[src/rtl/lsu_ctrl.sv]
// Load/store unit: drives a req/ack data-memory transaction for EX-stage loads and stores,
// generates byte lanes, drops misaligned accesses and formats load data for writeback.
module lsu_ctrl #(
    parameter int unsigned BUS_TIMEOUT = 0
) (
    input  logic        clk,
    input  logic        rst,
    input  logic        ex_valid,
    input  logic        ex_load,
    input  logic        ex_store,
    input  logic [2:0]  ex_funct3,
    input  logic [31:0] ex_addr,
    input  logic [31:0] ex_store_data,
    input  logic [4:0]  ex_rd,
    output logic        lsu_stall,
    output logic        dm_req,
    output logic        dm_we,
    output logic [3:0]  dm_be,
    output logic [31:0] dm_addr,
    output logic [31:0] dm_wdata,
    input  logic [31:0] dm_rdata,
    input  logic        dm_ack,
    output logic        wb_valid,
    output logic [4:0]  wb_rd,
    output logic [31:0] wb_data,
    output logic        misalign,
    output logic [31:0] misalign_addr,
    output logic        bus_err
);

    localparam int unsigned CNT_W = (BUS_TIMEOUT > 2) ? $clog2(BUS_TIMEOUT) : 1;
    localparam bit TO_EN = (BUS_TIMEOUT > 0);
    localparam logic [CNT_W-1:0] TO_LAST = CNT_W'((BUS_TIMEOUT > 0) ? BUS_TIMEOUT - 1 : 0);

    typedef enum logic [1:0] {
        IDLE,
        ACCESS,
        DONE
    } state_t;

    state_t            state;
    state_t            state_d;
    logic              is_op;
    logic              legal_f3;
    logic              misaligned;
    logic              accept;
    logic              mis_hit;
    logic              timeout;
    logic [3:0]        be_c;
    logic [31:0]       rdata_sh;
    logic [31:0]       load_fmt;
    logic [2:0]        funct3_q;
    logic [1:0]        off_q;
    logic [4:0]        rd_q;
    logic [CNT_W-1:0]  to_cnt;

    // Instruction decode: legality, alignment and lane enables
    always_comb begin
        is_op      = ex_valid & (ex_load ^ ex_store);
        legal_f3   = 1'b0;
        misaligned = 1'b0;
        be_c       = 4'b1111;
        if (ex_load) begin
            case (ex_funct3)
                3'b000, 3'b001, 3'b010, 3'b100, 3'b101: legal_f3 = 1'b1;
                default:                                legal_f3 = 1'b0;
            endcase
        end else begin
            case (ex_funct3)
                3'b000, 3'b001, 3'b010: legal_f3 = 1'b1;
                default:                legal_f3 = 1'b0;
            endcase
        end
        case (ex_funct3[1:0])
            2'b00: begin
                misaligned = 1'b0;
                be_c       = 4'b0001 << ex_addr[1:0];
            end
            2'b01: begin
                misaligned = ex_addr[0];
                be_c       = 4'b0011 << ex_addr[1:0];
            end
            default: begin
                misaligned = |ex_addr[1:0];
                be_c       = 4'b1111;
            end
        endcase
    end

    assign accept  = (state == IDLE) & is_op & legal_f3 & ~misaligned;
    assign mis_hit = (state == IDLE) & is_op & legal_f3 & misaligned;

    // Load data alignment and extension
    always_comb begin
        rdata_sh = dm_rdata >> {off_q, 3'b000};
        case (funct3_q)
            3'b000:  load_fmt = {{24{rdata_sh[7]}}, rdata_sh[7:0]};
            3'b001:  load_fmt = {{16{rdata_sh[15]}}, rdata_sh[15:0]};
            3'b100:  load_fmt = {24'd0, rdata_sh[7:0]};
            3'b101:  load_fmt = {16'd0, rdata_sh[15:0]};
            default: load_fmt = rdata_sh;
        endcase
    end

    always_ff @(posedge clk) begin
        if (rst) begin
            state <= IDLE;
        end else begin
            state <= state_d;
        end
    end

    // Next state, stall and timeout decision; an ack beats a same-cycle timeout
    always_comb begin
        state_d   = state;
        lsu_stall = 1'b0;
        timeout   = 1'b0;
        case (state)
            IDLE: begin
                if (accept) begin
                    state_d   = ACCESS;
                    lsu_stall = 1'b1;
                end
            end
            ACCESS: begin
                lsu_stall = 1'b1;
                if (dm_ack) begin
                    state_d = DONE;
                end else if (TO_EN && (to_cnt == TO_LAST)) begin
                    state_d = DONE;
                    timeout = 1'b1;
                end
            end
            DONE:    state_d = IDLE;
            default: state_d = IDLE;
        endcase
    end

    always_ff @(posedge clk) begin
        if (rst) begin
            dm_req        <= 1'b0;
            dm_we         <= 1'b0;
            dm_be         <= 4'd0;
            dm_addr       <= 32'd0;
            dm_wdata      <= 32'd0;
            wb_valid      <= 1'b0;
            wb_rd         <= 5'd0;
            wb_data       <= 32'd0;
            misalign      <= 1'b0;
            misalign_addr <= 32'd0;
            bus_err       <= 1'b0;
            funct3_q      <= 3'd0;
            off_q         <= 2'd0;
            rd_q          <= 5'd0;
            to_cnt        <= '0;
        end else begin
            dm_req   <= (state_d == ACCESS);
            misalign <= mis_hit;
            bus_err  <= timeout;
            wb_valid <= (state == ACCESS) & dm_ack & ~dm_we;
            if (mis_hit) begin
                misalign_addr <= ex_addr;
            end
            if (accept) begin
                dm_addr  <= {ex_addr[31:2], 2'b00};
                dm_we    <= ex_store;
                dm_be    <= be_c;
                dm_wdata <= ex_store_data << {ex_addr[1:0], 3'b000};
                funct3_q <= ex_funct3;
                off_q    <= ex_addr[1:0];
                rd_q     <= ex_rd;
                to_cnt   <= '0;
            end else if ((state == ACCESS) && !dm_ack) begin
                to_cnt <= to_cnt + CNT_W'(1);
            end
            if ((state == ACCESS) && dm_ack && !dm_we) begin
                wb_rd   <= rd_q;
                wb_data <= load_fmt;
            end
        end
    end

endmodule

[config.mk]
export PLATFORM = sky130hd
export DESIGN_NAME = lsu_ctrl
export DESIGN_NICKNAME = d
export VERILOG_FILES = /design/src/rtl/lsu_ctrl.sv
export SDC_FILE = /design/constraint.sdc
export NUM_CORES = 1
export LEC_CHECK = 0
export CAP_MARGIN = 20
export CORE_UTILIZATION = 43
export CTS_BUF_LIST = sky130_fd_sc_hd__clkbuf_4
export DETAILED_ROUTE_END_ITERATION = 8
export PLACE_DENSITY = 0.77
export SLEW_MARGIN = 10
export SYNTH_ARGS = -nofsm -noshare
export SYNTH_HDL_FRONTEND = slang
export SYNTH_SLANG_ARGS = --single-unit
export TNS_END_PERCENT = 20
[constraint.sdc]
create_clock -name clk -period 3.3 [get_ports clk]
set_clock_uncertainty 0.1 [all_clocks]
set_input_delay 0.33 -clock clk [delete_from_list [all_inputs] [get_ports clk]]
set_output_delay 0.33 -clock clk [all_outputs]
set_load 0.005 [all_outputs]
==> impl_metrics.csv, run 1 <==
group,metric,value,unit
timing,tns,0,ps
yosys,ys.flop_type,"dfxtp_1",
worst_setup_path,cp.depth,5,
yosys,synthCells,755,
final_layout,drive_gt1_frac,0.0752,
global_route,grt.total_usage,0.234,
routing,avgViaCountPerCell,5.14,
worst_hold_path,min_from,"rst",
worst_setup_path,r2r_slack,900,ps
clock_network,insertion_delay,540,ps
final_layout,areaGrowthSynthToFinish,41.1,%
power,power.share.switching,0.264,
yosys,synth_area_per_cell,9.39,um2
worst_hold_path,hp-class,"input pin to flip-flop",
worst_setup_path,cp-end-kind,"primary output",
power,ir_worst_vdd,0.215,mV
timing,final.min_clock_period,2660,ps
timing,post-route-period-util,0.806,
timing,slew_headroom,0.480,
yosys,yosysUniqueCellTypes,44,
worst_hold_path,hold_depth,2,
worst_setup_path,critPathTopFamily,"buffers and inverters",
place,io_buffers,249,
worst_setup_path,path_class,"flip-flop to primary output",
worst_setup_path,cp-start-kind,"flip-flop",
floorplanning,dieHeight,130,um
yosys,ys_seq_area_frac,0.426,
floorplanning,fp.coreArea,16000,um2
clock_network,htree_levels,4,
routing,wl_per_cell,16.7,um
power,clockPowerShare,0.342,
place,place_worst_setup_slack,582,ps
place,gp_congestion,0.833,
clock_network,clockRootBuffer,"clkbuf_4",
routing,drt_pre_antenna_iters,4,
routing,routed_wirelength,20.0,mm
clock_network,clkTransAtPathRegs,130,ps
power,p_sw,1010,uW
power,intPower,2820,uW
clock_network,post_cts_resized,0,
yosys,async_reset_ff_frac,0,
global_route,grt_pass1_wl,30.7,mm
power,share_comb_of_total_power,0.162,
worst_setup_path,rr_endpoint,"wb_data[18]$_SDFFE_PP0P_",
floorplanning,num_rows,46,
global_route,grt_pass1_vias,5935,
power,p_total,3830,uW
timing,fmax,376,MHz
power,powerDensity,383,nW/um2
final_layout,final_common_cell,"clkdlybuf4s50_1",
routing,drc,0,
routing,vias,6172,
floorplanning,start_util,0.443,
global_route,antenna_found_initial,0,
timing,setup_ws,641,ps
power,p_seq_frac,0.496,
final_layout,diodes,0,
routing,drtAntennaViolNets,0,
clock_network,cts_buffers,17,
worst_setup_path,cpPeakStageDelay,540,ps
timing,finalHoldViolCount,0,
global_route,grt_max_degree,84,
timing,setup_viol,0,
yosys,synth-edff-count,0,
worst_setup_path,path_max_fanout,7,
timing,slew_viol_final,0,
status,run_status,"finished, final reports clean",
worst_hold_path,worstHoldEndpoint,"dm_wdata[22]$_SDFFE_PP0P_",
clock_network,clkSinkCount,151,
power,cellLeakagePower,0.00376,uW
floorplanning,dieArea,17000,um2
place,dp_cells,1168,
timing,rsz0062_at_grt,"no",
worst_setup_path,reg2reg_from,"off_q[1]$_SDFFE_PP0P_",
worst_setup_path,crit_chain,"nor2_1, and3_1, nand3_4, a21oi_1, clkdlybuf4s50_1",
clock_network,post_cts_buffers,0,
worst_setup_path,cp.buffers_inverters,1,
final_layout,fin_nets,1081,
final_layout,final_cell_mix,"248 x clkdlybuf4s50_1, 151 x dfxtp_1, 119 x mux2i_1",
yosys,synthesis.area,7090,um2
yosys,ys_ff_latch,151,
worst_setup_path,reg2reg_depth,3,
yosys,yosysWarnings,0,
floorplanning,ios,253,
worst_setup_path,crit_path_top_delay_cell,"clkdlybuf4s50_1",
global_route,overflow,0,
final_layout,layout.cells.non_filler,1200,
worst_setup_path,cp.arrival,2230,ps
clock_network,cts_hold_buf,0,
job,cap_violations,0,
clock_network,cts_tree,"done",
place,hpwl,14.1,mm
worst_setup_path,worstPathRequired,2870,ps
floorplanning,fp.dieW,130,um
routing,drt_iter0_drc,445,
clock_network,clock_path_buffers,2,
timing,worstMarginPinSlew,778,ps
==> flip-flops by register name (all words and copies together) (netlist names), 2 cells and up <==
register       count
dm_wdata          32
misalign_addr     32
wb_data           32
dm_addr           30
rd_q               5
wb_rd              5
dm_be              4
funct3_q           3
off_q              2
state              2
==> synthesized netlist by cell type (3+ instances only) <==
| cell type | instances | area share |
|---|---|---|
| a211oi_1 | 28 | 0.030 |
| a21o_1 | 3 | 0.0032 |
| a21oi_1 | 66 | 0.047 |
| a31oi_1 | 11 | 0.0097 |
| buf_1 | 4 | 0.0021 |
| buf_2 | 25 | 0.018 |
| buf_4 | 11 | 0.012 |
| clkbuf_1 | 30 | 0.016 |
| dfxtp_1 | 151 | 0.43 |
| inv_1 | 4 | 0.0021 |
| mux2_1 | 7 | 0.011 |
| mux2_2 | 10 | 0.016 |
| mux2i_1 | 119 | 0.17 |
| nand2_1 | 36 | 0.019 |
| nand2b_1 | 106 | 0.094 |
| nand4_1 | 17 | 0.015 |
| nor2_1 | 46 | 0.024 |
| nor2b_1 | 13 | 0.011 |
| nor3_1 | 10 | 0.0071 |
| o211ai_1 | 8 | 0.0085 |
| o2bb2ai_1 | 8 | 0.0099 |
| o31ai_1 | 17 | 0.018 |
| or2_2 | 3 | 0.0026 |
==> cell families (layout without fill, tap and decap cells) <==
group / Yosys count / in the layout / synth area share
compound gates: 149 / 149 / 0.137
xor+xnor: 1 / 1 / 0.00124
buf+inv: 77 / 304 / 0.0533
flops: 151 / 151 / 0.426
mux: 137 / 137 / 0.198
other cells: 1 / 3 / 0.000529
simple gates: 239 / 239 / 0.183
==> metrics by stage <==
stage          area [um2]  utilization  hold WS [ps]
6_report            10000        0.625          68.3
3_3_place_gp         9670        0.604           343
4_1_cts             10000        0.625          17.0
5_1_grt             10000        0.625          42.4
3_5_place_dp         9670        0.604           345
2_1_floorplan        7100            -           332
==> final cells by class <==
type | instances | area (um2)
clock buffer | 18 | 135
tap | 216 | 270
inverter | 4 | 15.0
clock inverter | 14 | 196
fill | 1433 | 6000
sequential | 151 | 3020
multi-input combinational | 529 | 3720
timing repair buffer | 268 | 2650
==> power groups by stage <==
stage	clock network (uW)	registers [uW]	logic [uW]
after floorplan	0	1940	313
after global placement	0	1940	617
after detailed placement	0	1940	620
after CTS	1360	1900	624
after global routing	1430	1910	669
final	1310	1900	622
==> worst max-delay path by stage <==
| stage | start | slack [ps] | endpoint |
|---|---|---|---|
| after floorplan | ex_funct3[1] | 1520 | lsu_stall |
| after global placement | ex_funct3[1] | 630 | dm_addr[11]$_SDFFE_PP0P_ |
| after detailed placement | ex_funct3[1] | 580 | dm_addr[28]$_SDFFE_PP0P_ |
| after CTS | state[1]$_SDFF_PP0_ | 590 | lsu_stall |
| after global routing | state[1]$_SDFF_PP0_ | 490 | lsu_stall |
| final | state[1]$_SDFF_PP0_ | 640 | lsu_stall |
==> layer usage <==
metal / up-vias / track usage / wire, um
met3: 33 / 0.0798 / 1810
met1: 2828 / 0.287 / 8470
met5: - / 0 / 0
li1: 3083 / - / -
met2: 228 / 0.378 / 9260
met4: 0 / 0.0940 / 467
No activity file was read; power rests on OpenSTA's default activity.
==> inputs of run 2 (changes only) <==
--- a/config.mk
+++ b/config.mk
@@ -6,10 +6,10 @@
 export NUM_CORES = 1
 export LEC_CHECK = 0
 export CAP_MARGIN = 20
-export CORE_UTILIZATION = 43
+export CORE_UTILIZATION = 42
 export CTS_BUF_LIST = sky130_fd_sc_hd__clkbuf_4
 export DETAILED_ROUTE_END_ITERATION = 8
-export PLACE_DENSITY = 0.77
+export PLACE_DENSITY = 0.79
 export SLEW_MARGIN = 10
 export SYNTH_ARGS = -nofsm -noshare
 export SYNTH_HDL_FRONTEND = slang
==> constraint.sdc (replaced) <==
create_clock -name clk -period 2.3 [get_ports clk]
set_clock_uncertainty 0.1 [all_clocks]
set_input_delay 0.23 -clock clk [delete_from_list [all_inputs] [get_ports clk]]
set_output_delay 0.23 -clock clk [all_outputs]
set_load 0.005 [all_outputs]
==> run 2 against run 1 <==
Via count increased by 2.4%; first-iteration DRC count decreased by 27%; critical endpoint unchanged; count of clock-buffer cells in the layout decreased by 1; die area increased by 2.3%; design area increased by 1.3%; sequential share of layout area decreased by 0.38 points; critical path depth unchanged; register-to-register slack got worse by 480 ps; global-route usage decreased by 0.88 points; hold slack improved by 65 ps.
==> impl_metrics.csv, run 2 (same netlist as run 1, synthesis figures left out) <==
group,metric,value,unit
worst_setup_path,reg2reg_depth,6,
worst_setup_path,cp-end-kind,"primary output",
worst_setup_path,path_class,"flip-flop to primary output",
power,clockPowerShare,0.304,
timing,worstMarginPinSlew,537,ps
clock_network,insertion_delay,540,ps
power,cellLeakagePower,0.00383,uW
routing,vias,6321,
place,io_buffers,249,
power,p_sw,1510,uW
routing,wl_per_cell,16.3,um
worst_setup_path,r2r_slack,420,ps
final_layout,drive_gt1_frac,0.0921,
final_layout,largestRegisters,"dm_wdata x32, misalign_addr x32, wb_data x32",
worst_setup_path,cp-startpoint,"state[1]$_SDFF_PP0_",
place,gp_congestion,0.873,
floorplanning,start_util,0.429,
power,intPower,3750,uW
final_layout,final_common_cell,"clkdlybuf4s50_1",
final_layout,areaGrowthSynthToFinish,42.9,%
timing,slew_headroom,0.642,
place,place_worst_setup_slack,-30.1,ps
routing,drt_pre_antenna_iters,4,
routing,drtAntennaViolNets,0,
floorplanning,dieArea,17400,um2
global_route,overflow,0,
worst_setup_path,cp.arrival,1850,ps
worst_setup_path,cp-start-kind,"flip-flop",
timing,setup_viol,0,
status,run_status,"finished, final reports clean",
power,ir_worst_vdd,0.336,mV
timing,setup_ws,118,ps
worst_hold_path,hold_depth,3,
global_route,grt.total_usage,0.226,
final_layout,diodes,0,
worst_hold_path,worstHoldEndpoint,"rd_q[3]$_SDFFE_PP0P_",
final_layout,final_cell_mix,"247 x clkdlybuf4s50_1, 150 x dfxtp_1, 119 x mux2i_1",
floorplanning,fp.coreArea,16500,um2
routing,avgViaCountPerCell,5.19,
power,powerDensity,519,nW/um2
clock_network,htree_levels,4,
worst_setup_path,rr_endpoint,"dm_addr[6]$_SDFFE_PP0P_",
worst_setup_path,worstPathRequired,1970,ps
worst_setup_path,path_max_fanout,7,
clock_network,clockRootBuffer,"clkbuf_4",
clock_network,cts_tree,"done",
routing,routed_wirelength,19.9,mm
job,cap_violations,0,
timing,slew_viol_final,0,
timing,tns,0,ps
clock_network,clkTransAtPathRegs,130,ps
power,share_comb_of_total_power,0.177,
timing,finalHoldViolCount,0,
routing,drc,0,
power,power.share.switching,0.286,
global_route,antenna_found_initial,0,
place,hpwl,14.1,mm
final_layout,fillCellCount,1477,
clock_network,clkSinkCount,151,
worst_hold_path,hp-class,"input pin to flip-flop",
worst_setup_path,reg2reg_from,"state[1]$_SDFF_PP0_",
final_layout,finalInstanceArea,10100,um2
global_route,grt_max_degree,90,
timing,final.min_clock_period,2180,ps
power,p_seq_frac,0.519,
final_layout,fin_nets,1096,
timing,fmax,458,MHz
floorplanning,fp.dieW,132,um
worst_hold_path,min_from,"ex_rd[3]",
floorplanning,dieHeight,132,um
clock_network,clock_path_buffers,2,
floorplanning,ios,253,
global_route,grt_pass1_vias,5989,
clock_network,cts_buffers,17,
floorplanning,num_rows,47,
routing,drt_iter0_drc,324,
global_route,grt_pass1_wl,31.2,mm
timing,post-route-period-util,0.949,
place,dpl_cell_area,9840,um2
-- run 2: cell type report --
| cell class | count | area [um2] | area share |
|---|---|---|---|
| well taps | 220 | 275 | 0.0272 |
| multi-input cells | 529 | 3720 | 0.368 |
| flip-flops and latches | 151 | 3020 | 0.298 |
| clock buffers | 17 | 128 | 0.0126 |
| repair buffers | 283 | 2820 | 0.278 |
| inverters | 4 | 15.0 | 0.00148 |
| clock inverters | 15 | 144 | 0.0142 |
-- run 2: worst max-delay path by stage --
stage | end | slack (ps) | cells past startpoint
2_1_floorplan | wb_data[27]$_SDFFE_PP0P_ | 610 | 4
3_3_place_gp | lsu_stall | -6 | 6
3_5_place_dp | dm_addr[6]$_SDFFE_PP0P_ | -30 | 7
4_1_cts | lsu_stall | 9 | 5
5_1_grt | lsu_stall | -0.8 | 5
6_report | lsu_stall | 120 | 5
-- run 2: layer usage --
metal	wire length (um)	GRT usage	vias up
li1	-	-	3114
met3	1800	0.0819	26
met4	368	0.0827	0
met1	8510	0.277	2952
met2	9220	0.361	229
met5	0	0	-
-- run 2: critical path: stages, from the launching register on --
cell and delay (ps):
dfxtp_2 390, nor2_2 140, and3_4 210, nand3_4 70, a21oi_1 190, dlygate4sd2_1 310
-- run 2: repair_timing --
| action | in CTS | in global routing |
|---|---|---|
| hold buffers | 1 | 0 |
| buffers inserted | 0 | 0 |
| endpoints found under the hold margin | 4 | 0 |
| endpoints found under the setup margin | 1 | 1 |
| resized for setup | 2 | 2 |
-- run 2: power groups by stage --
stage          Combinational (uW)  Clock (uW)  Sequential [uW]
2_1_floorplan                 449           0             2790
3_3_place_gp                  918           0             2780
3_5_place_dp                  922           0             2780
4_1_cts                       926        1660             2730
5_1_grt                       995        1790             2740
6_report                      929        1600             2730
-- run 2: through the flow --
step	hold WS (ps)	instances	utilization	total power, uW
after floorplan	269	757	-	3230
after global placement	342	1186	0.596	3700
after detailed placement	346	1186	0.596	3710
after CTS	87.3	1219	0.613	5320
after global routing	81.3	1219	0.613	5520
final	133	1219	0.613	5250
==> inputs of run 3 (changes only) <==
--- a/config.mk
+++ b/config.mk
@@ -6,9 +6,11 @@
 export NUM_CORES = 1
 export LEC_CHECK = 0
 export CAP_MARGIN = 20
+export CORE_MARGIN = 2
 export CORE_UTILIZATION = 42
 export CTS_BUF_LIST = sky130_fd_sc_hd__clkbuf_4
 export DETAILED_ROUTE_END_ITERATION = 8
+export GPL_ROUTABILITY_DRIVEN = 0
 export PLACE_DENSITY = 0.79
 export SLEW_MARGIN = 10
 export SYNTH_ARGS = -nofsm -noshare
==> run 3 against run 2 <==
Core utilization up 0.33 points; worst setup slack improved by 67 ps; sequential power about the same; power is 2.8% higher; largest cell class unchanged.
==> impl_metrics.csv, run 3 (same netlist as run 1, synthesis figures left out) <==
group,metric,value,unit
worst_hold_path,hp-class,"input pin to flip-flop",
power,cellLeakagePower,0.00387,uW
routing,vias,6308,
global_route,overflow,0,
final_layout,fillCellCount,1423,
place,dpl_cell_area,9850,um2
global_route,antenna_found_initial,0,
place,hpwl,14.6,mm
timing,rsz0062_at_grt,"no",
final_layout,largestRegisters,"dm_wdata x32, misalign_addr x32, wb_data x32",
routing,drt_iter0_drc,328,
place,dp_cells,1188,
global_route,grtUsageMet1,0.280,
global_route,grt_max_degree,91,
power,clockPowerShare,0.324,
timing,slew_viol_final,0,
timing,final.min_clock_period,2110,ps
clock_network,htree_levels,4,
clock_network,clock_path_buffers,2,
floorplanning,dieHeight,134,um
final_layout,multi_input_area,3730,um2
floorplanning,dieArea,17900,um2
routing,drc,0,
clock_network,clkSinkCount,151,
worst_setup_path,crit_path_top_delay_cell,"dfxtp_2",
floorplanning,fp.coreArea,16500,um2
power,p_seq_frac,0.504,
final_layout,areaGrowthSynthToFinish,43.7,%
final_layout,utilization,0.616,
place,place_worst_setup_slack,-164,ps
final_layout,finalInstanceArea,10200,um2
final_layout,final_cell_mix,"247 x clkdlybuf4s50_1, 149 x dfxtp_1, 119 x mux2i_1",
routing,routed_wirelength,20.2,mm
timing,finalHoldViolCount,0,
floorplanning,fp.dieW,134,um
final_layout,seq_area,3030,um2
power,p_sw,1460,uW
global_route,grt_pass1_wl,32.2,mm
worst_setup_path,cp-end-kind,"primary output",
worst_setup_path,path_max_fanout,2,
clock_network,cts_buffers,17,
worst_setup_path,worstPathRequired,1970,ps
final_layout,layout.cells.non_filler,1222,
global_route,top_usage_layer,"met2",
power,power.share.switching,0.270,
global_route,grt_pass1_vias,6104,
power,ir_worst_vdd,0.322,mV
timing,tns,0,ps
job,cap_violations,0,
worst_setup_path,path_class,"flip-flop to primary output",
global_route,grt.total_usage,0.224,
worst_setup_path,cp-start-kind,"flip-flop",
final_layout,fin_nets,1099,
floorplanning,start_util,0.429,
global_route,met2_usage,0.365,
timing,worstMarginPinSlew,926,ps
final_layout,final_common_cell,"clkdlybuf4s50_1",
power,share_comb_of_total_power,0.172,
power,intPower,3940,uW
timing,setup_ws,185,ps
timing,fmax,473,MHz
global_route,grt_use_met3,0.0733,
worst_setup_path,cpPeakStageDelay,360,ps
routing,wl_per_cell,16.6,um
timing,slew_headroom,0.378,
floorplanning,num_rows,47,
floorplanning,ios,253,
final_layout,drive_gt1_frac,0.0948,
routing,drt_pre_antenna_iters,5,
status,run_status,"finished, final reports clean",
clock_network,insertion_delay,520,ps
timing,setup_viol,0,
power,powerDensity,530,nW/um2
place,io_buffers,249,
clock_network,cts_tree,"done",
final_layout,diodes,0,
timing,post-route-period-util,0.920,
worst_setup_path,cp.arrival,1780,ps
worst_setup_path,crit_chain,"nor2_4, and3_4, nand3_4, a21oi_2, buf_4, dlygate4sd2_1",
routing,avgViaCountPerCell,5.16,
clock_network,clockRootBuffer,"clkbuf_4",
clock_network,clkTransAtPathRegs,130,ps
routing,drtAntennaViolNets,0,
==> run 3: cell count changes in the layout (fill, tap and decap cells not counted), moves of 2 or more <==
cell,previous run,this run
buf_4,28,32
inv_6,5,3
clkinvlp_4,3,1
clkinv_1,0,2
bufinv_16,1,3
==> run 3: final cells by class <==
type	count	share of cell area
Multi-Input combinational cell	529	0.366
Clock buffer	17	0.0125
Inverter	4	0.00147
Sequential cell	151	0.297
Clock inverter	15	0.0173
Timing Repair Buffer	286	0.278
Tap cell	220	0.0270
==> run 3: routing by layer <==
layer	share of wire	wire length (um)
met1	0.43	8700
met2	0.46	9380
met3	0.086	1740
met4	0.020	408
met5	0	0
==> run 3: path summary, 6_finish.rpt <==
check / from / to / slack, ps / cells past startpoint
min reg2reg: wb_data[3]$_SDFFE_PP0P_ / wb_data[3]$_SDFFE_PP0P_ / 360 / 2
min: ex_rd[3] / rd_q[3]$_SDFFE_PP0P_ / 150 / 3
max: state[1]$_SDFF_PP0_ / lsu_stall / 190 / 6
max reg2reg: state[1]$_SDFF_PP0_ / dm_wdata[21]$_SDFFE_PP0P_ / 420 / 5
==> run 3: worst max-delay path: cells and delay by family (launching register included) <==
family	cells	cell delay [ps]
compound gates	1	150
flops	1	360
buf+inv	2	360
simple gates	3	400
==> run 3: metrics by stage <==
step | total power (uW) | hold WS (ps)
2_1_floorplan | 3230 | 269
3_3_place_gp | 3700 | 339
3_5_place_dp | 3700 | 345
4_1_cts | 5450 | 83.1
5_1_grt | 5640 | 103
6_report | 5400 | 151
==> run 3: power by group through the flow <==
stage               clock (uW)  sequential, uW  combinational, uW
CTS                       1800            2730                929
finish                    1750            2730                929
floorplan                    0            2790                449
detailed placement           0            2780                920
global placement             0            2780                913
global route              1910            2740               1000
==> run 3: repair_timing <==
item,in CTS,in global routing
endpoints found under the hold margin,9,0
buffers inserted,1,0
hold buffers,1,0
resized for setup,8,0
setup endpoints to repair,1,0
